## src/rtl/sum_serial_nb.sv

```systemverilog
// Bit-serial N-bit adder built around a single 1-bit full-adder cell.
// Operands stream through the cell LSB first, one bit per clock; the carry
// is held in a register between bits. The full-width sum, carry out and
// two's-complement overflow are published together with a one-cycle done.
//
// state | meaning
// ------+----------------------------------------------------------
// IDLE  | waiting for start; last result held on s/cout/ovf
// RUN   | one operand bit per cycle through the full-adder cell
// DONE  | single cycle, result just published; start may re-arm RUN

module fa_cell (
    input  logic a,
    input  logic b,
    input  logic ci,
    output logic s,
    output logic co
);

    assign s  = a ^ b ^ ci;
    assign co = (a & b) | (ci & (a ^ b));

endmodule

module sum_serial_nb #(
    parameter int N = 4
) (
    input  logic         clk,
    input  logic         rst,
    input  logic         start,
    input  logic [N-1:0] a,
    input  logic [N-1:0] b,
    input  logic         ci,
    output logic         busy,
    output logic         done,
    output logic [N-1:0] s,
    output logic         cout,
    output logic         ovf
);

    localparam int CW = (N > 1) ? $clog2(N) : 1;

    typedef enum logic [1:0] {
        IDLE = 2'd0,
        RUN  = 2'd1,
        DONE = 2'd2
    } state_t;

    state_t          state;
    logic [N-1:0]    sa;
    logic [N-1:0]    sb;
    logic [N-1:0]    sr;
    logic            c;
    logic            cmsb;
    logic [CW-1:0]   cnt;
    logic            fa_s;
    logic            fa_co;
    logic            last_bit;

    fa_cell u_fa (
        .a  (sa[0]),
        .b  (sb[0]),
        .ci (c),
        .s  (fa_s),
        .co (fa_co)
    );

    assign last_bit = (cnt == CW'(N - 1));

    // cmsb and cout are loaded on the same edge, so their XOR is the
    // registered overflow and only moves when a new result is published.
    assign ovf = cmsb ^ cout;

    // Sequencer: operand capture, per-bit shifting and result publication.
    always_ff @(posedge clk) begin
        if (rst) begin
            state <= IDLE;
            busy  <= 1'b0;
            done  <= 1'b0;
            s     <= '0;
            cout  <= 1'b0;
            cmsb  <= 1'b0;
            sa    <= '0;
            sb    <= '0;
            sr    <= '0;
            c     <= 1'b0;
            cnt   <= '0;
        end else begin
            done <= 1'b0;
            case (state)
                IDLE, DONE: begin
                    if (start) begin
                        sa    <= a;
                        sb    <= b;
                        c     <= ci;
                        cnt   <= '0;
                        busy  <= 1'b1;
                        state <= RUN;
                    end else begin
                        state <= IDLE;
                    end
                end
                RUN: begin
                    sr  <= {fa_s, sr[N-1:1]};
                    c   <= fa_co;
                    sa  <= sa >> 1;
                    sb  <= sb >> 1;
                    cnt <= cnt + 1'b1;
                    if (last_bit) begin
                        cmsb  <= c;
                        s     <= {fa_s, sr[N-1:1]};
                        cout  <= fa_co;
                        done  <= 1'b1;
                        busy  <= 1'b0;
                        state <= DONE;
                    end
                end
                default: begin
                    busy  <= 1'b0;
                    state <= IDLE;
                end
            endcase
        end
    end

endmodule

```

## config.mk

```make
export PLATFORM = sky130hd
export DESIGN_NAME = sum_serial_nb
export DESIGN_NICKNAME = d
export VERILOG_FILES = /design/src/rtl/sum_serial_nb.sv
export SDC_FILE = /design/constraint.sdc
export NUM_CORES = 1
export LEC_CHECK = 0
export CORE_ASPECT_RATIO = 0.75
export CORE_MARGIN = 4
export CORE_UTILIZATION = 30
export CTS_BUF_LIST = sky130_fd_sc_hd__clkbuf_4
export CTS_CLUSTER_DIAMETER = 120
export DETAILED_ROUTE_END_ITERATION = 8
export HOLD_SLACK_MARGIN = 0.02
export PLACE_DENSITY = 0.56
export SETUP_SLACK_MARGIN = 0.1
export SLEW_MARGIN = 20
export SYNTH_ARGS = -nofsm -noshare
export SYNTH_HDL_FRONTEND = slang
export SYNTH_SLANG_ARGS = --single-unit
```

## constraint.sdc

```tcl
create_clock -name clk -period 1.45 [get_ports clk]
set_input_delay 0.145 -clock clk [delete_from_list [all_inputs] [get_ports clk]]
set_output_delay 0.145 -clock clk [all_outputs]
set_load 0.02 [all_outputs]
```

==> out/metrics.json <==
{
  "outcome": "finished, final reports clean",
  "fp-row-count": 17,
  "net_count_synth": 128,
  "synth_area_um2": 945,
  "finalCriticalPeriod_ns": 1.20,
  "global_route_wire_length_before_repair_um": 3370,
  "hold_class": "in -> reg",
  "internal_power_component_mw": 0.873,
  "port_buffers": 19,
  "cts_clock_pin_slew_for_the_worst_setup_and_hold_paths_ns": 0.13,
  "place_inst": 170,
  "setup_viol": 0,
  "slew_viol_final": 0,
  "synth_sequential_area_ratio": 0.509,
  "layout_worst_path_cycle_share": 0.826,
  "final_hold_viol_count": 0,
  "syn_inst": 114,
  "post-route-util": 0.404,
  "core_um2": 2980,
  "cp_num_buf_inv": 0,
  "ir_worst_vdd_v": 0.000534,
  "max_slew.worst_pin.slew_ns": 0.447,
  "seq_power_share": 0.608,
  "finalInstanceArea_um2": 1200,
  "post-route-drc-count": 0,
  "multi_input_comb_area_um2": 424,
  "wirelength_um": 2040,
  "firstDrtPassIters": 4,
  "ctsHtreeMaxLevel": 1,
  "gp_congestion": 0.754,
  "cts_buffer_depth": 2,
  "synth_seq_cells": 24,
  "total_power_mw": 1.18,
  "number_of_antenna_violations_at_the_first_check_in_global_routing": 0,
  "synth_cell_type_count": 17,
  "nNetsFinal": 151,
  "clock_insertion_delay_worst_skew_ns": 0.31,
  "dieHeight_um": 56.6,
  "critPathCaptureType": "flip-flop",
  "power_frac_clock": 0.247,
  "sw_frac_of_total": 0.259,
  "drtIter0Drc": 53,
  "final_antenna_net_count": 0,
  "clk_root_buffer_cell": "clkbuf_4",
  "worst_slew_margin": 0.702,
  "design.portCount": 20,
  "layout-area-overhead-vs-synth_pct": 27.4,
  "clock.fmax_ghz": 0.835,
  "critPathSlowestCell": "nand2b_1",
  "critPathArrivalTime_ns": 1.42,
  "timing.critical_path.fanout_max": 12,
  "fin_skew_ns": 0.00119,
  "detailroute.via_count": 836,
  "number_of_vias_per_cell": 4.83,
  "critPathRequiredTime_ns": 1.67,
  "detailed_place.area_um2": 1190,
  "start_kind": "flip-flop",
  "powerDensity_nw_per_um2": 979,
  "layout.area.seq_um2": 480,
  "power.combinational.fraction": 0.146,
  "static_leakage_nw": 0.482,
  "detail_route.wl_per_cell_um": 11.8,
  "grt_overflow": 0,
  "insertedDiodeCount": 0,
  "hold_slack_ns": 0.367,
  "fp.dieW_um": 72.8,
  "power.switching_mw": 0.305,
  "die_area_um2": 4120,
  "clock_sink_count": 24,
  "share_of_final_layout_standard_cells_stronger_than_drive_strength_1": 0.0815,
  "fin_cells": 173,
  "avg_synthesized_cell_area_um2": 8.29,
  "tritoncts_clock_tree": "yes",
  "cts_post_setup_buffers_inserted": 0,
  "first_global_vias": 774,
  "ordered_cell_list_for_the_critical_path": "nand2b_1 -> nand2_1 -> a311oi_1",
  "fin_setup_tns_ns": 0,
  "pre_cts_slack_ns": 0.0396,
  "synth.yosys.warnings": 0,
  "grt_usage": 0.103,
  "cts_buffers": 3,
  "cap_violations": 0,
  "critical_path_s_top_delay_family": "simple AND/OR/NAND/NOR gates",
  "crit_type": "reg -> reg",
  "start_util": 0.317,
  "critical-path-max-stage-delay_ns": 0.38,
  "setup_ws_ns": 0.253,
  "largest_net_degree_at_the_start_of_global_routing": 25,
  "grt_setup_unrepaired": "no",
  "fillers": 329
}
## power groups by stage
stage	combinational (mW)	clock, mW	sequential [mW]
6_report	0.172	0.291	0.716
3_5_place_dp	0.174	0	0.730
5_1_grt	0.193	0.320	0.720
3_3_place_gp	0.169	0	0.729
4_1_cts	0.173	0.307	0.716
2_1_floorplan	0.101	0	0.729
## synth_stat cells, drive strengths merged
library cell   n  share of area
a21oi         14          0.074
a311oi         7          0.065
buf            6          0.034
clkbuf         2         0.0079
dfxtp         24           0.51
fa             1          0.021
ha             1          0.013
nand2         29           0.12
nand2b         3          0.020
nand3         10          0.053
nand3b         1         0.0079
nor2          11          0.044
nor2b          2          0.013
o21a           1         0.0079
o21ai          1         0.0053
xor2           1         0.0093
## cell families after synthesis
kind of cell               Yosys count  synth area share
AOI/OAI and AO/OA                   23             0.152
DFF                                 24             0.509
xor gates and xnor gates             1           0.00927
buffers and inverters                8            0.0424
adders and majority gates            2            0.0344
and+or+nand+nor                     56             0.253
## timing repair
action | in CTS | in global routing
gates resized for setup | 8 | 2
endpoints found under the hold margin | 0 | 0
hold buffers | 0 | 0
endpoints found under the setup margin | 8 | 1
## worst register-to-register path, cell delays in order (launching register included)
cell	delay, ns
dfxtp_1	0.34
nand2b_1	0.38
nand2_1	0.11
a311oi_1	0.28
## flip-flops by register name, indices dropped and copies added (netlist names), 2 cells and up
signal	flops
sa	4
sb	4
state	2
cnt	2
sr	3
s	4
## layout by cell type, fill, tap and decap left out, types with 2 or more instances in the layout
cell type | synthesis | layout
nand2_1 | 29 | 29
dfxtp_1 | 24 | 24
a21oi_1 | 14 | 14
nor2_1 | 11 | 11
clkdlybuf4s50_1 | 0 | 11
nand3_1 | 10 | 10
a311oi_1 | 7 | 7
dlygate4sd2_1 | 0 | 7
buf_4 | 1 | 7
nand2b_1 | 3 | 3
clkbuf_4 | 0 | 3
nor2b_1 | 2 | 2
## area by class of cell
| class | instances | area share |
|---|---|---|
| flip-flops and latches | 24 | 0.399 |
| multi-input cells | 82 | 0.352 |
| repair buffers | 26 | 0.190 |
| well taps | 38 | 0.0395 |
| clock buffers | 3 | 0.0187 |
## worst paths after layout
| path | startpoint | end | slack (ns) | depth (start not counted) |
|---|---|---|---|---|
| worst max-delay path | state[0] | sa[1] | 0.25 | 3 |
| worst min-delay path | a[3] | sa[3] | 0.37 | 3 |
| worst max register to register | state[0] | sa[1] | 0.25 | 3 |
| worst min register to register | s[1] | s[1] | 0.46 | 2 |
## routing by layer
metal	vias up	global-route usage	routed length (um)
met5	-	0	0
met4	0	0.0237	25
met3	4	0.0394	116
met2	20	0.157	854
met1	383	0.136	1040
li1	429	-	-
(Power assumes the default switching activity.)
